[config.mk]
export PLATFORM = sky130hd
export DESIGN_NAME = i2s_dac_tx_flat
export DESIGN_NICKNAME = d
export VERILOG_FILES = /design/src/rtl/i2s_dac_tx_if.sv /design/src/rtl/i2s_dac_tx.sv /design/src/flat_wrapper.sv
export SDC_FILE = /design/constraint.sdc
export NUM_CORES = 1
export LEC_CHECK = 0
export CORE_MARGIN = 8
export CORE_UTILIZATION = 50
export CTS_BUF_LIST = sky130_fd_sc_hd__clkbuf_4
export CTS_CLUSTER_SIZE = 14
export DETAILED_ROUTE_END_ITERATION = 10
export PLACE_DENSITY = 0.76
export SLEW_MARGIN = 20
export SYNTH_ARGS = -nofsm -noshare
export SYNTH_HDL_FRONTEND = slang
export SYNTH_SLANG_ARGS = --single-unit
export TNS_END_PERCENT = 5
[constraint.sdc]
create_clock -name clk -period 2.4 [get_ports clk]
set_input_delay 0.48 -clock clk [delete_from_list [all_inputs] [get_ports clk]]
set_output_delay 0.48 -clock clk [all_outputs]
set_load 0.01 [all_outputs]
[src/rtl/i2s_dac_tx_if.sv]
// i2s_dac_tx_if: sample-side handshake between the voice/NCO output and the I2S transmitter
interface i2s_dac_tx_if;
  logic        enable;
  logic        mute;
  logic [15:0] left_in;
  logic [15:0] right_in;
  logic        sample_tick;
  modport master (output enable, mute, left_in, right_in, input sample_tick);
  modport slave (input enable, mute, left_in, right_in, output sample_tick);
endinterface

[src/rtl/i2s_dac_tx.sv]
// i2s_dac_tx: self-clocked I2S transmitter, captures one stereo sample per frame and shifts it out MSB first
module i2s_dac_tx #(
  parameter int HALF_DIV  = 16,
  parameter int SLOT_BITS = 32
) (
  input  logic         clk,
  input  logic         rst_n,
  i2s_dac_tx_if.slave  bus,
  output logic         AUD_BCLK,
  output logic         AUD_DACLRCK,
  output logic         AUD_DACDAT
);
  localparam int DW = $clog2(HALF_DIV + 1);
  localparam int BW = $clog2(2 * SLOT_BITS);
  localparam logic [DW-1:0] DIV_MAX = DW'(HALF_DIV - 1);
  localparam logic [BW-1:0] BIT_MAX = BW'(2 * SLOT_BITS - 1);
  localparam logic [BW-1:0] SLOT    = BW'(SLOT_BITS);
  localparam logic [BW-1:0] P_LAST  = BW'(16);
  typedef enum logic {IDLE, RUN} state_t;
  state_t        state, state_n;
  logic [DW-1:0] div_cnt;
  logic [BW-1:0] bit_cnt, nb, p;
  logic [31:0]   sh;
  logic          tick, wrap, fall, start, stop, data_bit;
  assign bus.sample_tick = tick;
  // frame sequencing: a fall event on the last bit either restarts the frame or stops
  always_comb begin
    wrap     = div_cnt == DIV_MAX;
    fall     = state == RUN && wrap && AUD_BCLK;
    stop     = fall && bit_cnt == BIT_MAX && !bus.enable;
    start    = state == IDLE ? bus.enable : fall && bit_cnt == BIT_MAX && bus.enable;
    state_n  = start ? RUN : stop ? IDLE : state;
    nb       = bit_cnt + BW'(1);
    p        = nb >= SLOT ? nb - SLOT : nb;
    data_bit = p != '0 && p <= P_LAST;
  end
  // state register
  always_ff @(posedge clk or negedge rst_n)
    if (!rst_n) state <= IDLE;
    else state <= state_n;
  // counters, bit clock and serializer; {left,right} shifts only in data positions so right follows left
  always_ff @(posedge clk or negedge rst_n)
    if (!rst_n) begin
      div_cnt     <= '0;
      bit_cnt     <= '0;
      sh          <= '0;
      tick        <= 1'b0;
      AUD_BCLK    <= 1'b0;
      AUD_DACLRCK <= 1'b0;
      AUD_DACDAT  <= 1'b0;
    end else if (start || state_n == IDLE) begin
      div_cnt     <= '0;
      bit_cnt     <= '0;
      sh          <= start && !bus.mute ? {bus.left_in, bus.right_in} : '0;
      tick        <= start;
      AUD_BCLK    <= 1'b0;
      AUD_DACLRCK <= 1'b0;
      AUD_DACDAT  <= 1'b0;
    end else begin
      tick     <= 1'b0;
      div_cnt  <= wrap ? '0 : div_cnt + DW'(1);
      AUD_BCLK <= AUD_BCLK ^ wrap;
      if (fall) begin
        bit_cnt     <= nb;
        AUD_DACLRCK <= nb >= SLOT;
        AUD_DACDAT  <= data_bit & sh[31];
        if (data_bit) sh <= {sh[30:0], 1'b0};
      end
    end
endmodule

[src/flat_wrapper.sv]
// flat-port wrapper written by rule: the top's interface ports become plain ports
module i2s_dac_tx_flat 
#(
  parameter int HALF_DIV  = 16,
  parameter int SLOT_BITS = 32
)
  (clk, rst_n, AUD_BCLK, AUD_DACLRCK, AUD_DACDAT, bus_enable, bus_mute, bus_left_in, bus_right_in, bus_sample_tick);
  i2s_dac_tx_if bus_i ();
  input  logic clk;
  input  logic rst_n;
  output logic AUD_BCLK;
  output logic AUD_DACLRCK;
  output logic AUD_DACDAT;
  input wire logic [$bits(bus_i.enable)-1:0] bus_enable;
  input wire logic [$bits(bus_i.mute)-1:0] bus_mute;
  input wire logic [$bits(bus_i.left_in)-1:0] bus_left_in;
  input wire logic [$bits(bus_i.right_in)-1:0] bus_right_in;
  output wire logic [$bits(bus_i.sample_tick)-1:0] bus_sample_tick;
  assign bus_i.enable = bus_enable;
  assign bus_i.mute = bus_mute;
  assign bus_i.left_in = bus_left_in;
  assign bus_i.right_in = bus_right_in;
  assign bus_sample_tick = bus_i.sample_tick;
  i2s_dac_tx #(.HALF_DIV(HALF_DIV), .SLOT_BITS(SLOT_BITS)) u_core (.clk(clk), .rst_n(rst_n), .bus(bus_i), .AUD_BCLK(AUD_BCLK), .AUD_DACLRCK(AUD_DACLRCK), .AUD_DACDAT(AUD_DACDAT));
endmodule
=== Yosys cells after proc, flatten, opt, wreduce, memory -nomap -nowiden ===
Cells that the tools add are included.

* Register bits after elaboration: 48
* Latch bits: 0
* Memory bits (writable): 0
* Bits in read-only memories: 0
* Output and inout bits: 4
* Memories: 0

* Add/sub/neg operators: 3
* Multipliers: 0
* Div/mod/pow operators: 0
* Order comparisons: 2
* Equality and inequality tests: 2
* Shift-type cells: 0
* Muxes and demuxes: 18
* Bitwise logic cells: 3
* Reductions and logical operators: 14

{| class="wikitable"
|+ Operator list
! kind !! count
|-
| two-way mux 32 bit || 4
|-
| two-way mux 6 bit || 3
|-
| two-way mux 5 bit || 2
|-
| two-way mux 1 bit || 9
|-
| logical AND 1 bit || 7
|-
| adder 6 x 1 -> 6 bit, second input constant || 1
|-
| equality test 6 bit, second input constant || 1
|-
| >= comparator 6 bit, second input constant || 1
|-
| <= comparator 6 x 5 -> 1 bit, second input constant || 1
|-
| nonzero test 6 bit || 1
|-
| subtractor 6 bit, second input constant || 1
|-
| adder 5 x 1 -> 5 bit, second input constant || 1
|-
| equality test 5 x 4 -> 1 bit, second input constant || 1
|-
| nonzero test 2 bit || 2
|-
| logical NOT 1 bit || 2
|-
| AND reduction 2 bit || 1
|-
| AND 1 bit || 1
|-
| logical OR 1 bit || 1
|-
| NOT 1 bit || 1
|-
| bitwise XOR 1 bit || 1
|}

=== Depth between registers and ports, before layout ===
Gate-level depths: netlist of the first run.

* Depth after elaboration: 11
* Gate-level depth with buffers: 8
* Depth with buffers taken out: 6

=== Worst setup path after synthesis of the first run ===
No wires, ideal clock.

* Path kind: reg2reg
* Start point: register u_core.bit_cnt[0]
* End point: register u_core.sh[23]
* Data arrival time: 1,960 ps
* Data required time: 2,275 ps
* Path slack: 316 ps
* Cell stages (with the launch flop): 8
* Clock period less this slack: 2,084 ps
* Path through: dfrtp_1 > ha_1 > and2_2 > a21boi_2 > xor2_1 > a31oi_2 > buf_4 > mux2_2

* Word-level cells in the longest chain between the ends: 9
* Elaborated cells on any way between the ends: 22
* Classes of those cells: add/sub: 2; order compare: 2; eq/ne: 1; mux: 6; bitwise: 1; reduce/logical: 10

{| class="wikitable"
|+ RTL lines
! element !! line !! source
|-
| start: declaration || i2s_dac_tx.sv:22 || <nowiki>logic [BW-1:0] bit_cnt, nb, p;</nowiki>
|-
| start signal: assignment || i2s_dac_tx.sv:64 || <nowiki>bit_cnt <= nb;</nowiki>
|-
| branches (longest 9 deep; another with adder 6 x 1 -> 6 bit) || n/a ||
|-
| end signal: assignment || i2s_dac_tx.sv:54 || <nowiki>sh <= start && !bus.mute ? {bus.left_in, bus.right_in} : '0;</nowiki>
|-
| end signal: assignment || i2s_dac_tx.sv:67 || <nowiki>if (data_bit) sh <= {sh[30:0], 1'b0};</nowiki>
|-
| end: declaration || i2s_dac_tx.sv:23 || <nowiki>logic [31:0] sh;</nowiki>
|}

Parallel ways; which one is timed is not known.
A chain may end at the register's enable or synchronous reset.

=== Worst setup path after layout of the first run ===
* Start point: register u_core.bit_cnt[0]
* End point: register u_core.sh[25]

Same word-level chain as after synthesis.

==> results of run 1 <==
==> cell usage in the layout (no fill, tap or decap), drive strengths merged <==
master and instances:
nand3 5, nor2 5, or3 1, a22o 31
xor2 4, nor2b 4, ha 2, and2 9
nand2b 2, nand4 2, nor3 2, a21o 1
o21ai 1, and4b 1, mux2 31, a21oi 4
clkdlybuf4s50 38, inv 2, clkbuf 6, dfrtp 48
or2 1, a22oi 1, a31oi 1, nor4 1
and3 3, a21boi 2, nand2 9, clkinv 1
buf 5, o32ai 1, xnor2 3
==> per-layer routing <==
layer / routed length [microns] / track usage
met2: 2207 / 0.2183
met4: 57 / 0.04369
met1: 2074 / 0.1604
met5: 0 / 0
met3: 181 / 0.04390
==> worst max path at each step <==
stage / depth (start not counted) / slack (ps) / endpoint
after CTS: 7 / 230 / u_core.sh[25]$_DFFE_PN0P_
after floorplan: 7 / 320 / u_core.sh[23]$_DFFE_PN0P_
after global placement: 7 / 300 / u_core.sh[28]$_DFFE_PN0P_
after global routing: 7 / 160 / u_core.sh[25]$_DFFE_PN0P_
after detailed placement: 7 / 250 / u_core.sh[25]$_DFFE_PN0P_
final: 7 / 240 / u_core.sh[25]$_DFFE_PN0P_
==> per-stage QoR <==
stage                       util  setup WS, ps  power (uW)
after global placement    0.6011         301.4       904.5
after detailed placement  0.6011         254.8       904.4
after floorplan                -         315.8       825.6
final                     0.6119         241.8        1241
after global routing      0.6119         164.6        1307
after CTS                 0.6119         231.7        1266
==> kinds of logic (layout without fill, tap and decap cells) <==
kind of cell               Yosys count  count (layout)  share of synthesized area
AOI/OAI and AO/OA                   42              42                     0.1498
and+or+nand+nor                     45              45                     0.1085
buffers and inverters               14              52                    0.04605
muxes                               31              31                     0.1509
xor gates and xnor gates             7               7                    0.02594
DFF                                 48              48                     0.5082
adders and majority gates            2               2                    0.01059
==> power by group through the flow <==
stage	Sequential (uW)	Combinational [uW]	Clock (uW)
finish	809	78.7	354
global route	809	85.5	413
CTS	809	80.8	377
detailed placement	824	80.3	0
global placement	824	80.5	0
floorplan	824	1.32	0
==> state kept, by name (all words and copies together), names as in the netlist <==
register and flops:
u_core.AUD_DACDAT 1, u_core.AUD_BCLK 1, u_core.AUD_DACLRCK 1, u_core.div_cnt 5, u_core.bus.sample_tick 1, u_core.state 1
u_core.sh 32, u_core.bit_cnt 6
==> worst max-delay path, delay by kind of cell (launching register included) <==
family	cells	cell delay [ps]
flip-flops	1	450
AO/OA/AOI/OAI	2	380
multiplexers	1	370
adder cells (fa/ha/maj)	1	230
AND/OR/NAND/NOR	1	220
buffers and inverters	1	220
XOR/XNOR	1	170
==> cell type report <==
cell class                 count  area, sq um
multi-input combinational    127         1066
tap                           54        67.56
inverter                       2        7.507
clock inverter                 1        5.005
sequential                    48         1201
clock buffer                   6        45.04
timing repair buffer          43        440.4
fill                         408         1797
==> out/qor.yml, run 1 <==
logic_synthesis:
  synth_edf_count: 0
  synth_ff_type: "dfrtp_1"
  yosys-top-cells-area: "dfrtp_1 (51%), mux2_2 (14%), a22o_1 (11%), buf_8 (1.9%), and2_1 (1.6%)"
  synthCells: 189
  avgSynthCellArea_sq_um: 12.51
  ys_seq_area_frac: 0.5082
  ys_types: 38
  synth_top_area_frac: 0.5082
  syn-num-nets: 227
  yosys-top-cells-count: "dfrtp_1 (48), a22o_1 (29), mux2_2 (29), nand2_1 (9), and2_1 (6)"
  synth_top_cell_by_area: "dfrtp_1"
  ys_async_sr_fraction: 1.000
  synth.most_common_cell: "dfrtp_1"
  syn_area_sq_um: 2364
  synth_warnings: 0
  ys_ff_latch: 48
grt:
  grt_max_degree: 33
  grt_pass1_vias: 1681
  grt_pass1_wl_mm: 7.728
  antenna_found_initial: 0
  grt_usage: 0.1332
  overflow: 0
die:
  ios: 40
  die_x_microns: 84.76
  start_util: 0.5105
  row_count: 25
  dieArea_sq_um: 7183
  die-height_microns: 84.76
  fp.coreArea_sq_um: 4629
worst_setup_path:
  slowest_stage: "dfrtp_1"
  r2r-end: "u_core.sh[25]$_DFFE_PN0P_"
  crit_arrival_ps: 2400
  startpoint_type: "flop"
  worst_r2r_path_depth: 7
  cp-end-kind: "flop"
  path_cells: "ha_1 -> and2_2 -> a21boi_2 -> xor2_1 -> a31oi_4 -> buf_12 -> mux2_2"
  path_class: "reg2reg"
  path_max_fanout: 32
  startpoint: "u_core.bit_cnt[0]$_DFFE_PN0P_"
  critical-path-max-stage-delay_ps: 450
  reg2reg_slack_ps: 240
  required_ps: 2650
  timing.rr.start: "u_core.bit_cnt[0]$_DFFE_PN0P_"
run:
  maxCapViolCount: 0
cts:
  cts_tree: "done"
  ctsHoldBuffers: 0
  cts_root_buf: "clkbuf_4"
  clk_pin_slew_ps: 130
  cts_buffers: 5
  clk_path_buf_depth: 2
  post_cts_buffers: 0
  cts_resized: 0
  clock-sinks: 48
  insertion_delay_ps: 350
  h-tree-depth: 2
timing:
  hold_slack_ps: 89.80
  worst_pin_slew_ps: 549.8
  fin_crit_sh: 0.8993
  tns_ps: 0
  clock-skew-final_ps: 11.70
  rsz0062_at_grt: "no"
  clock.fmax_mhz: 463.3
  slew_violations: 0
  finalCriticalPeriod_ps: 2158
  maxSlewHeadroom: 0.6334
  hold_violations: 0
  setup_viol: 0
pwr:
  p_int_uw: 980.8
  vdd_drop_max_uv: 253.0
  power_frac_seq: 0.651
  clockPowerShare: 0.285
  powerDensity_nw_per_um2: 438.1
  netSwitchingFraction: 0.2098
  p_leak_uw: 0.001306
  switchingPower_uw: 260.4
  power_frac_comb: 0.063
placed_design:
  port_buffers: 39
  dp_hpwl_mm: 3.147
  place_congestion: 0.8687
  dp_cells: 274
  place_area_sq_um: 2783
layout:
  antennaDiodeCount: 0
  syn2layout_area_growth_pct: 19.85
  fin_area_sq_um: 2833
  nets: 265
  layout-drive-gt1-share: 0.2379
  stdcell_count: 281
drt:
  drtIter0Drc: 84
  routed_wl_mm: 4.520
  via_per_inst: 5.630
  drtAntennaViolNets: 0
  wire_per_inst_microns: 16.09
  route.detailed.drc: 0
  first_pass_iters: 3
  vias: 1582
run_status:
  outcome: "completed"
min_path:
  hp-class: "in2async"
No activity file was read; power rests on OpenSTA's default activity.
==> inputs of run 2 (changes only) <==
Settings changed: CELL_PAD_IN_SITES_DETAIL_PLACEMENT set to 1, CELL_PAD_IN_SITES_GLOBAL_PLACEMENT set to 2, CORE_MARGIN 8 to unset, CORE_UTILIZATION 50 to 37, PLACE_DENSITY 0.76 to unset, PLACE_DENSITY_LB_ADDON set to 0.1.
==> out/qor.yml, run 2 (same netlist as run 1, synthesis figures left out) <==
die:
  die-height_microns: 81.93
  row_count: 28
  ios: 40
  dieArea_sq_um: 6712
  fp.coreArea_sq_um: 6026
  start_util: 0.3922
  die_x_microns: 81.93
layout:
  syn2layout_area_growth_pct: 20.91
  register_area_sq_um: 1201
  final_common_cell: "dfrtp_1"
  antennaDiodeCount: 0
  largest_reg_flops: 32
  nets: 265
  multi_input_area_sq_um: 1066
  layout-drive-gt1-share: 0.2412
  fin_util: 0.4743
  reg.largest.list: "u_core.sh x32, u_core.bit_cnt x6, u_core.div_cnt x5"
  fillers: 636
  final_cell_mix: "dfrtp_1 (48), clkdlybuf4s50_1 (38), a22o_1 (29), mux2_2 (29), nand2_1 (9)"
  largest_register: "u_core.sh"
grt:
  grt_usage: 0.1672
  grt_pass1_vias: 1794
  grt_max_degree: 49
  antenna_found_initial: 0
  overflow: 0
  grt_pass1_wl_mm: 8.404
drt:
  drtIter0Drc: 81
  wire_per_inst_microns: 16.42
  via_per_inst: 5.366
  first_pass_iters: 3
  routed_wl_mm: 4.975
  route.detailed.drc: 0
  drtAntennaViolNets: 0
  vias: 1626
pwr:
  finalPower_uw: 1267
  p_leak_uw: 0.001298
  powerDensity_nw_per_um2: 443.5
  vdd_drop_max_uv: 186.4
worst_setup_path:
  path_class: "reg2reg"
  path_max_fanout: 32
  required_ps: 2660
  startpoint_type: "flop"
  cp-end-kind: "flop"
  crit_arrival_ps: 2450
timing:
  hold_violations: 0
  worst_pin_slew_ps: 599.8
  tns_ps: 0
  slew_violations: 0
  fin_crit_sh: 0.9121
  finalCriticalPeriod_ps: 2189
  maxSlewHeadroom: 0.6002
  rsz0062_at_grt: "no"
  hold_slack_ps: 189.4
  setup_viol: 0
  clock-skew-final_ps: 13.63
  clock.fmax_mhz: 456.8
cts:
  clk_path_buf_depth: 2
  cts_root_buf: "clkbuf_4"
  cts_tree: "done"
  clock-sinks: 48
  insertion_delay_ps: 370
  ctsHoldBuffers: 0
  cts_resized: 0
  clk_pin_slew_ps: 150
  cts_buffers: 5
  post_cts_buffers: 0
  h-tree-depth: 2
min_path:
  hp-class: "in2async"
placed_design:
  place_congestion: 0.8540
  port_buffers: 39
  dp_hpwl_mm: 3.354
run:
  maxCapViolCount: 0
run_status:
  outcome: "completed"
==> run 2: changes by cell type in the layout (fill, tap and decap cells not counted), sizes merged <==
cell,previous run,this run
clkbuf,6,5
clkinvlp,0,2
==> run 2: layout make-up <==
type,count,area share
clock buffers,5,0.01313
clock inverters,3,0.008319
inverters,2,0.002627
multi-input cells,127,0.3730
flip-flops and latches,48,0.4203
well taps,75,0.03284
repair buffers,43,0.1497
==> run 2: metrics by stage <==
step	cell area, sq um	cells	setup slack (ps)
CTS	2858	303	203.7
finish	2858	303	211.0
floorplan	2364	189	315.8
global placement	2796	295	313.4
detailed placement	2796	295	235.1
global route	2858	303	154.9
==> run 2: path summary, 6_finish.rpt <==
path / to / slack, ps / cells after the start / start
max reg2reg: u_core.sh[2]$_DFFE_PN0P_ / 210 / 7 / u_core.bit_cnt[0]$_DFFE_PN0P_
min: u_core.sh[17]$_DFFE_PN0P_ / 190 / 2 / rst_n
max: u_core.sh[2]$_DFFE_PN0P_ / 210 / 7 / u_core.bit_cnt[0]$_DFFE_PN0P_
max in group asynchronous: u_core.AUD_DACDAT$_DFFE_PN0P_ / 1810 / 2 / rst_n
min in group clk: u_core.div_cnt[0]$_DFF_PN0_ / 470 / 1 / u_core.div_cnt[0]$_DFF_PN0_
min reg2reg: u_core.div_cnt[0]$_DFF_PN0_ / 470 / 1 / u_core.div_cnt[0]$_DFF_PN0_
==> run 2: report_power, final <==
| part | internal, uW | switching, uW |
|---|---|---|
| combinational | 50.4 | 25.6 |
| sequential | 809 | 0 |
| clock | 116 | 267 |
==> run 2: critical path: stages (launching register included) <==
cell,delay (ps)
dfrtp_1,470
ha_1,230
and2_2,220
a21boi_2,160
xor2_1,180
a31oi_4,220
buf_12,240
mux2_2,360
==> run 2: per-layer routing <==
layer | GRT usage | wire (microns)
met1 | 0.1862 | 2093
met2 | 0.3107 | 2655
met3 | 0.03000 | 148
met4 | 0.06667 | 78
met5 | 0 | 0
==> inputs of run 3 (changes only) <==
Settings changed: CELL_PAD_IN_SITES_DETAIL_PLACEMENT 1 to unset, CELL_PAD_IN_SITES_GLOBAL_PLACEMENT 2 to unset, CORE_UTILIZATION 37 to 50, PLACE_DENSITY set to 0.76, PLACE_DENSITY_LB_ADDON 0.1 to unset.
Clock period 2.4 ns to 2.45 ns, I/O delays scaled along.
==> out/qor.yml, run 3 (same netlist as run 1, synthesis figures left out) <==
run_status:
  outcome: "finished, violations left"
  violations: "DRC"
timing:
  setup_viol: 0
  hold_violations: 0
  slew_violations: 0
  worst_pin_slew_ps: 525.1
  clock-skew-final_ps: 11.18
  tns_ps: 0
  hold_slack_ps: 25.59
  fin_crit_sh: 0.9003
  rsz0062_at_grt: "no"
  finalCriticalPeriod_ps: 2206
  maxSlewHeadroom: 0.6491
  clock.fmax_mhz: 453.4
worst_setup_path:
  timing.rr.start: "u_core.div_cnt[0]$_DFF_PN0_"
  path_max_fanout: 20
  worst_r2r_path_depth: 7
  startpoint_type: "flop"
  cp-end-kind: "flop"
  path_class: "reg2reg"
  reg2reg_slack_ps: 240
  crit_arrival_ps: 2520
  required_ps: 2770
  r2r-end: "u_core.sh[12]$_DFFE_PN0P_"
drt:
  drtAntennaViolNets: 0
  first_pass_iters: 7
  wire_per_inst_microns: 16.49
  routed_wl_mm: 4.667
  drtIter0Drc: 98
  route.detailed.drc: 6
  vias: 1620
  via_per_inst: 5.724
layout:
  final_common_cell: "dfrtp_1"
  largest_register: "u_core.sh"
  fillers: 341
  antennaDiodeCount: 0
  stdcell_count: 283
  reg.largest.list: "u_core.sh x32, u_core.bit_cnt x6, u_core.div_cnt x5"
  layout-drive-gt1-share: 0.2511
  largest_reg_flops: 32
  fin_util: 0.6475
  nets: 268
  syn2layout_area_growth_pct: 21.76
  final_cell_mix: "dfrtp_1 (48), clkdlybuf4s50_1 (38), a22o_1 (29), mux2_2 (29), nand2_1 (9)"
die:
  fp.coreArea_sq_um: 4444
  die-height_microns: 70.76
  die_x_microns: 70.76
  row_count: 24
  start_util: 0.5318
  ios: 40
  dieArea_sq_um: 5006
grt:
  antenna_found_initial: 0
  overflow: 0
  grt_usage: 0.2055
  grt_pass1_wl_mm: 7.990
  grt_pass1_vias: 1732
  grt_max_degree: 33
placed_design:
  dp_cells: 275
  place_congestion: 0.7437
  dp_hpwl_mm: 3.318
  port_buffers: 39
pwr:
  vdd_drop_max_uv: 325.6
  finalPower_uw: 1339
  powerDensity_nw_per_um2: 465.2
  p_leak_uw: 0.001330
min_path:
  hp-class: "in2async"
run:
  maxCapViolCount: 0
cts:
  h-tree-depth: 2
  clk_pin_slew_ps: 130
  cts_buffers: 5
  insertion_delay_ps: 360
  post_cts_buffers: 0
  clock-sinks: 48
  clk_path_buf_depth: 2
  cts_root_buf: "clkbuf_4"
  cts_tree: "done"
==> run 3: cell types whose count changed in the layout (fill, tap and decap cells not counted) <==
| cell | change |
|---|---|
| a21oi_2 | -1 |
| a21oi_4 | +1 |
| buf_4 | +3 |
| bufinv_16 | +1 |
| clkbuf_4 | +1 |
| clkinv_2 | +1 |
| clkinv_4 | -1 |
| clkinvlp_4 | -2 |
==> run 3: power by group <==
group	internal [uW]	switching, uW	leakage (uW)	total [uW]
logic	51.5	26.9	0.000638	78.4
registers	792	0	0.000646	792
clock network	225	243	0.0000456	468
total	1070	270	0.00133	1340
==> run 3: final cells by class <==
class,count,area (sq um),area share
repair buffers,46,450.4,0.1565
clock buffers,6,45.04,0.01565
flip-flops and latches,48,1201,0.4174
multi-input cells,127,1074,0.3730
clock inverters,2,35.03,0.01217
inverters,2,7.507,0.002609
well taps,52,65.06,0.02261
==> run 3: through the flow <==
step	area (sq um)	setup slack, ps
floorplan	2364	365.8
global placement	2790	88.74
detailed placement	2790	51.37
CTS	2870	34.37
global route	2878	124.9
finish	2878	244.2
==> run 3: per-layer routing <==
metal,global-route usage,routed length [microns],up-vias
li1,-,-,778
met1,0.2523,2056,799
met2,0.3494,2342,35
met3,0.05271,189,8
met4,0.07778,78,0
met5,0,0,-
==> run 3: what timing repair did <==
action	in CTS	in global routing
gates resized for setup	0	1
endpoints found under the hold margin	0	0
endpoints found under the setup margin	0	12
hold buffers	0	0
==> run 3: how the worst max path moves through the flow <==
stage | from | endpoint | slack, ps | cells past startpoint
3_5_place_dp | bus_enable | u_core.sh[12]$_DFFE_PN0P_ | 50 | 6
2_1_floorplan | u_core.bit_cnt[0]$_DFFE_PN0P_ | u_core.sh[23]$_DFFE_PN0P_ | 370 | 7
3_3_place_gp | bus_enable | u_core.sh[5]$_DFFE_PN0P_ | 90 | 6
4_1_cts | u_core.div_cnt[0]$_DFF_PN0_ | u_core.sh[12]$_DFFE_PN0P_ | 30 | 7
6_report | u_core.div_cnt[0]$_DFF_PN0_ | u_core.sh[12]$_DFFE_PN0P_ | 240 | 7
5_1_grt | u_core.div_cnt[0]$_DFF_PN0_ | u_core.sh[12]$_DFFE_PN0P_ | 120 | 7
==> run 3: worst max-delay path, cell delays in order (launching register included) <==
cell and delay (ps):
dfrtp_1 400, ha_1 220, and4b_4 290, nand4_2 160
a21oi_4 500, buf_4 280, a22o_1 160, mux2_2 140
